## src/rtl/muldiv_unit.sv

```systemverilog
// muldiv_unit: iterative signed/unsigned MULT/DIV with HI/LO result registers.
// Latency: WIDTH+1 cycles from accepted start to the done pulse; results land in HI/LO on that edge.
// Backpressure: start is taken only in IDLE; start while busy is dropped, not queued. No output stall.
//
// Optional feature: define MULDIV_FLUSH_EN to add i_flush (abort the running operation, HI/LO kept).
//
// Ports:
//   i_clk, i_rst          clock, asynchronous active-high reset
//   i_start, i_op, i_x, i_y  operation request (op: 00 MULT, 01 MULTU, 10 DIV, 11 DIVU)
//   i_wr_hi, i_wr_lo, i_wr_data  MTHI/MTLO writes, honoured only while idle
//   i_flush               abort (MULDIV_FLUSH_EN only)
//   o_busy, o_done, o_div_by_zero  status; done/div_by_zero are one-cycle pulses
//   o_hi, o_lo            result registers
module muldiv_unit #(
  parameter int WIDTH = 32
) (
  input  logic             i_clk,
  input  logic             i_rst,
  input  logic             i_start,
  input  logic [1:0]       i_op,
  input  logic [WIDTH-1:0] i_x,
  input  logic [WIDTH-1:0] i_y,
  input  logic             i_wr_hi,
  input  logic             i_wr_lo,
  input  logic [WIDTH-1:0] i_wr_data,
`ifdef MULDIV_FLUSH_EN
  input  logic             i_flush,
`endif
  output logic             o_busy,
  output logic             o_done,
  output logic             o_div_by_zero,
  output logic [WIDTH-1:0] o_hi,
  output logic [WIDTH-1:0] o_lo
);

  localparam int CW = $clog2(WIDTH) + 1;

  typedef enum logic [1:0] {
    S_IDLE = 2'd0,
    S_CALC = 2'd1,
    S_FIX  = 2'd2
  } state_t;

  state_t r_state, w_state_nxt;

  logic [CW-1:0]      r_cnt;
  logic               r_is_div;
  logic               r_neg_q;     // product / quotient must be negated
  logic               r_neg_r;     // remainder must be negated
  logic               r_y_zero;    // divide with zero divisor
  logic [WIDTH-1:0]   r_b;         // multiplicand for MULT, divisor for DIV
  logic [2*WIDTH-1:0] r_acc;       // product accumulator; low half doubles as quotient
  logic [WIDTH-1:0]   r_rem;       // partial remainder (always < divisor, fits WIDTH)
  logic [WIDTH-1:0]   r_hi, r_lo;
  logic               r_done, r_dbz;

  logic w_busy, w_start, w_fix, w_flush;
  logic w_signed, w_div;
  logic [WIDTH-1:0] w_x_mag, w_y_mag;

  assign w_busy   = (r_state != S_IDLE);
  assign w_start  = (r_state == S_IDLE) && i_start;
  assign w_signed = ~i_op[0];
  assign w_div    = i_op[1];

  // Most-negative input negates to itself, which is the correct unsigned magnitude.
  assign w_x_mag = (w_signed && i_x[WIDTH-1]) ? -i_x : i_x;
  assign w_y_mag = (w_signed && i_y[WIDTH-1]) ? -i_y : i_y;

`ifdef MULDIV_FLUSH_EN
  assign w_flush = i_flush && w_busy;
`else
  assign w_flush = 1'b0;
`endif

  // ---------------------------------------------------------------- FSM
  always_ff @(posedge i_clk or posedge i_rst) begin
    if (i_rst) r_state <= S_IDLE;
    else       r_state <= w_state_nxt;
  end

  always_comb begin
    w_state_nxt = r_state;
    w_fix       = 1'b0;
    case (r_state)
      S_IDLE: if (i_start) w_state_nxt = S_CALC;   // flush ignored here, start wins
      S_CALC: begin
        if (w_flush)                         w_state_nxt = S_IDLE;
        else if (r_cnt == CW'(WIDTH - 1))    w_state_nxt = S_FIX;
      end
      S_FIX: begin
        w_state_nxt = S_IDLE;
        w_fix       = ~w_flush;
      end
      default: w_state_nxt = S_IDLE;
    endcase
  end

  // ---------------------------------------------------------------- iteration datapath
  // Shift-add: conditionally add multiplicand into the upper half, then shift right.
  logic [WIDTH:0]       w_madd;
  logic [2*WIDTH-1:0]   w_mul_nxt;
  assign w_madd    = {1'b0, r_acc[2*WIDTH-1:WIDTH]} + (r_acc[0] ? {1'b0, r_b} : '0);
  assign w_mul_nxt = {w_madd, r_acc[WIDTH-1:1]};

  // Restoring divide: shift in the next dividend bit, subtract if it fits.
  logic [WIDTH:0]   w_shift;
  logic [WIDTH-1:0] w_diff;
  logic             w_ge;
  logic [WIDTH-1:0] w_quo_nxt;
  assign w_shift   = {r_rem, r_acc[WIDTH-1]};
  assign w_ge      = (w_shift >= {1'b0, r_b});
  // When w_ge holds the true difference is below the divisor, so WIDTH bits suffice.
  assign w_diff    = w_shift[WIDTH-1:0] - r_b;
  assign w_quo_nxt = {r_acc[WIDTH-2:0], w_ge};

  // ---------------------------------------------------------------- sign fix-up
  logic [2*WIDTH-1:0] w_prod;
  logic [WIDTH-1:0]   w_quo, w_rem;
  assign w_prod = r_neg_q ? -r_acc : r_acc;
  assign w_quo  = r_y_zero ? '1 : (r_neg_q ? -r_acc[WIDTH-1:0] : r_acc[WIDTH-1:0]);
  // With a zero divisor the remainder holds |x|; restoring its sign yields x as sampled.
  assign w_rem  = r_neg_r ? -r_rem : r_rem;

  always_ff @(posedge i_clk or posedge i_rst) begin
    if (i_rst) begin
      r_cnt    <= '0;
      r_is_div <= 1'b0;
      r_neg_q  <= 1'b0;
      r_neg_r  <= 1'b0;
      r_y_zero <= 1'b0;
      r_b      <= '0;
      r_acc    <= '0;
      r_rem    <= '0;
      r_hi     <= '0;
      r_lo     <= '0;
      r_done   <= 1'b0;
      r_dbz    <= 1'b0;
    end else begin
      r_done <= w_fix;
      r_dbz  <= w_fix && r_is_div && r_y_zero;

      if (w_start) begin
        r_cnt    <= '0;
        r_is_div <= w_div;
        r_neg_q  <= w_signed && (i_x[WIDTH-1] ^ i_y[WIDTH-1]);
        r_neg_r  <= w_signed && i_x[WIDTH-1];
        r_y_zero <= w_div && (i_y == '0);
        r_b      <= w_div ? w_y_mag : w_x_mag;
        r_acc    <= {{WIDTH{1'b0}}, (w_div ? w_x_mag : w_y_mag)};
        r_rem    <= '0;
      end else if (r_state == S_CALC) begin
        r_cnt <= r_cnt + CW'(1);
        if (r_is_div) begin
          r_rem <= w_ge ? w_diff : w_shift[WIDTH-1:0];
          r_acc <= {{WIDTH{1'b0}}, w_quo_nxt};
        end else begin
          r_acc <= w_mul_nxt;
        end
      end

      // Result write and MTHI/MTLO are exclusive: FIX is never IDLE.
      if (w_fix) begin
        if (r_is_div) begin
          r_hi <= w_rem;
          r_lo <= w_quo;
        end else begin
          r_hi <= w_prod[2*WIDTH-1:WIDTH];
          r_lo <= w_prod[WIDTH-1:0];
        end
      end else if (r_state == S_IDLE) begin
        if (i_wr_hi) r_hi <= i_wr_data;
        if (i_wr_lo) r_lo <= i_wr_data;
      end
    end
  end

  assign o_busy        = w_busy;
  assign o_done        = r_done;
  assign o_div_by_zero = r_dbz;
  assign o_hi          = r_hi;
  assign o_lo          = r_lo;

endmodule

```

## config.mk

```make
export PLATFORM = sky130hd
export DESIGN_NAME = muldiv_unit
export DESIGN_NICKNAME = d
export VERILOG_FILES = /design/src/rtl/muldiv_unit.sv
export SDC_FILE = /design/constraint.sdc
export NUM_CORES = 1
export LEC_CHECK = 0
export BUFFER_PORTS_ARGS = -buffer_cell sky130_fd_sc_hd__buf_4
export CAP_MARGIN = 20
export CORE_ASPECT_RATIO = 0.6
export CORE_MARGIN = 2
export CORE_UTILIZATION = 61
export CTS_CLUSTER_SIZE = 28
export DETAILED_ROUTE_END_ITERATION = 8
export GPL_TIMING_DRIVEN = 1
export PLACE_DENSITY = 0.79
export SYNTH_ARGS = -nofsm -noshare
export SYNTH_HDL_FRONTEND = slang
export SYNTH_SLANG_ARGS = --single-unit
```

## constraint.sdc

```tcl
create_clock -name i_clk -period 8.4 [get_ports i_clk]
set_input_delay 0.84 -clock i_clk [delete_from_list [all_inputs] [get_ports i_clk]]
set_output_delay 0.84 -clock i_clk [all_outputs]
set_load 0.005 [all_outputs]
```

# --- Yosys cells after proc, flatten, opt, wreduce, memory -nomap -nowiden ---
# Cells that the tools add are included.
totals:
  reg_bits: 206
  word_cells: 78
op_classes:
  n_addsub: 8
  order_cmp: 1
  eq_ne: 5
  mux: 30
  bitwise_logic: 2
  reduce_logical: 19
op_table:
  columns: ["cell", "count"]
  rows:
  - ["two-way mux 32 bit", 20]
  - ["two-way mux 64 bit", 4]
  - ["negator 32 bit", 4]
  - ["negator 64 bit", 1]
  - ["adder 32 x 32 -> 33 bit", 1]
  - [">= comparator 33 x 32 -> 1 bit", 1]
  - ["zero test 32 bit", 1]
  - ["subtractor 32 bit", 1]
  - ["two-way mux 6 bit", 2]
  - ["nonzero test 2 bit", 6]
  - ["AND reduction 2 bit", 4]
  - ["logical AND 1 bit", 7]
  - ["adder 6 x 1 -> 6 bit, second input constant", 1]
  - ["== test 6 x 5 -> 1 bit, second input constant", 1]
  - ["two-way mux 2 bit", 2]
  - ["!= test 2 bit, second input constant", 2]
  - ["case mux 2 bit (2 select lines)", 1]
  - ["== test 2 x 1 -> 1 bit, second input constant", 1]
  - ["== test 2 bit, second input constant", 1]
  - ["zero test 2 bit", 1]
  - ["two-way mux 1 bit", 1]
  - ["inverter 1 bit", 1]
  - ["bitwise XOR 1 bit", 1]

# --- Logic depth before layout (Yosys ltp) ---
logic_depth:
  word_depth: 5
  mapped_depth: 14

# --- Worst setup path before layout ---
# No wires, ideal clock.
synth_path:
  kind: "input to register"
  from: "input port i_y[17]"
  to: "register r_acc[30]"
  setup_ps: 99
  t_arrival_ps: 3555
  required_time_ps: 8301
  path_slack_ps: 4745
  cell_stages: 8
  n_path_buf: 0
  cell_sequence: "or4_4 or4b_4 or4_4 or4b_4 o41ai_2 xor2_1 and2b_1 a311oi_1"
synth_between:
  elab_chain_cells: 4
synth_rtl:
  columns: ["element", "line_no", "rtl"]
  rows:
  - ["from (decl)", "22", "input logic [WIDTH-1:0] i_y,"]
  - ["negator 32 bit", "68", "assign w_y_mag = (w_signed && i_y[WIDTH-1]) ? -i_y : i_y;"]
  - ["two-way mux 32 bit", "68", null]
  - ["two-way mux 32 bit", "150", "r_acc <= {{WIDTH{1'b0}}, (w_div ? w_x_mag : w_y_mag)};"]
  - ["two-way mux 64 bit", "143", "if (w_start) begin"]
  - ["to (signal assigned)", "150", null]
  - ["to (signal assigned)", "156", "r_acc <= {{WIDTH{1'b0}}, w_quo_nxt};"]
  - ["to (signal assigned)", "158", "r_acc <= w_mul_nxt;"]
  - ["to (decl)", "52", "logic [2*WIDTH-1:0] r_acc;"]
# No other way between the ends.
# A chain may end at the register's enable or synchronous reset.

# --- Final worst setup path ---
layout_path:
  from: "register r_acc[0]"
  to: "register r_acc[60]"
layout_between:
  elab_chain_cells: 5
layout_rtl:
  columns: ["element", "line_no", "rtl"]
  rows:
  - ["two-way mux 32 bit", "103", "assign w_madd = {1'b0, r_acc[2*WIDTH-1:WIDTH]} + (r_acc[0] ? {1'b0, r_b} : '0);"]
  - ["adder 32 x 32 -> 33 bit", "103", null]
  - ["two-way mux 64 bit", "154", "if (r_is_div) begin"]
  - ["two-way mux 64 bit", "152", "end else if (r_state == S_CALC) begin"]
  - ["two-way mux 64 bit", "143", null]
# No other way between the ends. The select of a mux whose other input is x is not followed.

==> summary.md <==
| Metric | Value |
|---|---|
| CP most frequent cell | `a21o_1` |
| Setup Buffers After CTS | `0` |
| Post-synthesis compound-gate area fraction | `a little over a quarter` |
| GRT overflow | `0` |
| Die span in x | `~220 µm` |
| Largest family of logic cells by synthesized area | `compound AO/OA/AOI/OAI gates` |
| DRC Markers | `0` |
| Area of the multi-input gates | `~11000 µm²` |
| Power Dens Cells | `369.0 nW/µm²` |
| Most frequent cell after synthesis | `nand2_1` |
| Initial Util | `a little over three fifths` |
| PortBufs | `169` |
| DP HPWL | `50.72 mm` |
| Met2 usage | `between 50 and 60%` |
| DIE HEIGHT | `roughly 130 µm` |
| Final setup vio count | `0` |
| Clock transition at path regs | `roughly 70 ps` |
| FF+latch count, synth | `between 200 and 250` |
| Status | `complete, no violations` |
| Resize count post-CTS | `0` |
| Synthesis-to-finish area growth | `12.86%` |
| Cells along the critical path | `inv_1 > nor2_1 > ha_1 > a21o_1 > a21o_1 > a2111oi_0 > o311ai_0 > and2_1 > a221oi_1 > xor2_1 > o21ai_0` |
| Internal | `0.003509 W` |
| Io pins | `170` |
| Die area | `about 29000 µm²` |
| Pleak | `approximately 8.3 nW` |
| Antenna violations before repair | `2` |
| Post-synthesis async set-or-reset flop share | `100.0%` |
| Routed len/inst | `25.36 µm` |
| Worst R2R Setup Slack | `about 4000 ps` |
| Fill cells | `approximately 2200` |
| Final net count | `2362` |
| Gr busiest metal | `met1` |
| Max Fclk | `between 200 and 250 MHz` |
| Sequential Area | `5157 µm²` |
| CP Class | `flop to flop` |
| Adder-cell share of the synthesized area | `roughly 5.4%` |
| Largest vdd supply drop | `247.7 µV` |
| Synth warn | `0` |
| Synth cell types | `around 70` |
| R2r worst-path depth | `11` |
| Min-delay worst type | `primary input to asynchronous set/reset pin` |
| H-Tree Depth | `1` |
| CP peak stage delay | `820 ps` |
| CTS tree | `built` |
| RSZ-0062 raised after global routing | `no` |
| Crit end category | `flop` |
| Comb power frac | `56.5%` |
| Top-area cell type share of the netlist area | `a little under a third` |
| Total Routing Usage GR | `43.68%` |
| Clock Power Share | `14.7%` |
| Top cells by area, synth | `dfrtp_1 (31%), o21ai_0 (6.7%), xor2_1 (6.0%)` |
| Final Max Slew Viols | `0` |
| Vias in the first global route | `15601` |
| Design area | `18930 µm²` |
| Syn avg cell area | `7.976 µm²` |
| Wire length of the first global-routing pass | `just under 100 mm` |
| Post-synth top cells | `nand2_1 (243), o21ai_0 (224), dfrtp_1 (206)` |
| Vias | `approximately 18000` |
| Post-Syn Area | `between 15000 and 20000 µm²` |
| Cts bufs inserted | `22` |
| Synth Instances | `between 2000 and 2500` |
| Slew headroom | `a little over a quarter` |
| Post-Synth XOR/XNOR Area | `slightly below 10%` |
| Simple-Gate Fraction of Synth Area | `between 10% and 20%` |
| Hold_buf cts | `0` |
| CTS Root Cell | `clkbuf_16` |
| Main synth FF type | `dfrtp_1` |
| Post-route ant nets | `0` |
| Number of synthesized flops with an enable pin | `0` |
| Met1 Use GR | `between 60% and 70%` |
| Family with the most delay on the worst path | `compound AO/OA/AOI/OAI gates` |
| Synth Net Count | `about 2300` |
| Post-synth top area cell | `dfrtp_1` |
| Core Box Area | `between 20000 and 30000 µm²` |
| GRT met3 Usage | `a little under a fifth` |
| # clock sinks | `approximately 210` |
| Highest-delay cell along the critical path | `inv_1` |
| DRT Pass-1 Iters | `8` |
| Mux cell area share after synthesis | `under 10%` |
| Setup TNS | `0 ps` |
| Placer congestion estimate | `roughly 1.1` |
| DRT iter0 DRCs | `roughly 3000` |
| Sw Ratio | `~50%` |
| Clock buffer depth | `3` |
| Seq pwr share | `between 20% and 30%` |
| Vias/cell | `between 6 and 7` |
| Max Clock Skew | `25.32 ps` |
| Worst-Margin Slew | `between 1000 and 1500 ps` |
| RR Endpoint | `r_acc[60]` |
| Min Tclk post-route | `approximately 4400 ps` |
| Later-pin clock latency in the skew report | `~560 ps` |
| Critical path data arrival time | `4840 ps` |
| Critical-path maximum fanout | `31` |
| DRT Wirelength | `approximately 65 mm` |
| Final period utilization | `between 50% and 60%` |
| Sequential share of the synthesized area | `30.73%` |
| Hold Vio Cnt, Final | `0` |
| Crit path buffers/inverters | `1` |
| Row Count | `46` |
| Layout cells sized above 1 | `11.75%` |
| Worst reg2reg path startpoint | `r_acc[0]` |
| Worst EP required | `8800 ps` |
| Placed Area | `18190 µm²` |
| Max Cap Viol | `0` |
| Psw | `between 0.003 and 0.004 W` |
| Largest net degree at the start of global routing | `94` |
| Startpoint Class | `flop` |
[metrics by stage]
stage                     power [W]  utilization, %  setup WS, ps  instances  hold WS [ps]
after floorplan            0.004452               -          1936       2103         449.7
after global placement     0.005660           68.12          4275       2524         466.1
after detailed placement   0.005757           68.12          4324       2524         474.3
after CTS                  0.006788           70.88          4260       2564         386.9
after global routing       0.007342           70.89          3765       2565         386.5
final                      0.006986           70.89          3963       2565         349.9
[placed cells by master, fill, tap and decap left out, types with 5 or more instances in the layout]
| cell | synthesis | routed |
|---|---|---|
| a32o_1 | 5 | 5 |
| a211oi_1 | 11 | 11 |
| o211ai_1 | 51 | 51 |
| o221ai_1 | 16 | 16 |
| nand2_1 | 243 | 242 |
| a31oi_1 | 18 | 18 |
| and3_1 | 15 | 15 |
| or3_1 | 28 | 28 |
| a221oi_1 | 21 | 21 |
| nor2b_1 | 12 | 11 |
| mux2i_1 | 63 | 63 |
| o21bai_1 | 9 | 9 |
| clkbuf_16 | 0 | 22 |
| o21a_1 | 16 | 16 |
| o311ai_0 | 5 | 5 |
| o22ai_1 | 8 | 8 |
| or4_1 | 22 | 22 |
| nor3b_1 | 8 | 8 |
| buf_4 | 0 | 189 |
| nor2_1 | 182 | 180 |
| a21oi_1 | 143 | 143 |
| nand4_1 | 13 | 13 |
| xor2_1 | 115 | 115 |
| nand2b_1 | 20 | 19 |
| or2_2 | 13 | 13 |
| a32oi_1 | 7 | 7 |
| nand3_1 | 33 | 33 |
| o41ai_1 | 20 | 20 |
| nor3_1 | 35 | 35 |
| inv_1 | 67 | 66 |
| o31ai_1 | 46 | 46 |
| o22a_1 | 26 | 26 |
| nor4_1 | 16 | 16 |
| dfrtp_1 | 206 | 204 |
| and2_1 | 14 | 13 |
| ha_1 | 69 | 69 |
| a2111oi_0 | 7 | 7 |
| a21o_1 | 37 | 37 |
| o21ai_0 | 224 | 223 |
| xnor2_1 | 71 | 71 |
[power groups by stage]
stage                     logic, W  registers [W]  clock network (W)
after detailed placement   0.00380        0.00196                  0
after floorplan            0.00280        0.00165                  0
after global routing       0.00425        0.00203            0.00106
final                      0.00394        0.00201            0.00103
after CTS                  0.00382        0.00194            0.00102
after global placement     0.00372        0.00194                  0
[flip-flops by register name (all words and copies together), names as in the netlist, 2 cells and up]
register and flops:
o_hi 32, o_lo 32, r_acc 64, r_b 32
r_cnt 6, r_rem 32, r_state 2
[worst max path at each step]
| stage | startpoint | to | slack [ps] | depth (start not counted) |
|---|---|---|---|---|
| global route | r_acc[0] | r_acc[60] | 3770 | 11 |
| detailed placement | r_acc[0] | r_acc[60] | 4320 | 11 |
| finish | r_acc[0] | r_acc[60] | 3960 | 11 |
| global placement | r_acc[0] | r_acc[60] | 4280 | 11 |
| CTS | r_acc[0] | r_acc[60] | 4260 | 11 |
| floorplan | i_rst | o_div_by_zero | 1940 | 1 |
[cells by family after synthesis]
| group | count (synthesis) |
|---|---|
| compound gates | 702 |
| xor+xnor | 186 |
| fa+ha+maj | 71 |
| buf+inv | 197 |
| flops | 206 |
| mux | 64 |
| simple gates | 677 |
[metal layers]
metal	vias up	wire length [µm]
li1	7863	-
met1	8446	27800
met2	1357	24130
met3	107	11760
met4	0	1380
met5	-	0
[final cells by class]
| type | instances | area share [%] |
|---|---|---|
| timing repair buffer | 189 | 7.495 |
| multi-input combinational | 1700 | 57.57 |
| inverter | 69 | 1.408 |
| antenna | 1 | 0.01322 |
| tap | 360 | 2.379 |
| clock inverter | 13 | 0.7733 |
| sequential | 206 | 27.24 |
| clock buffer | 27 | 3.113 |
Note: power is estimated with default switching activity, not from simulation.
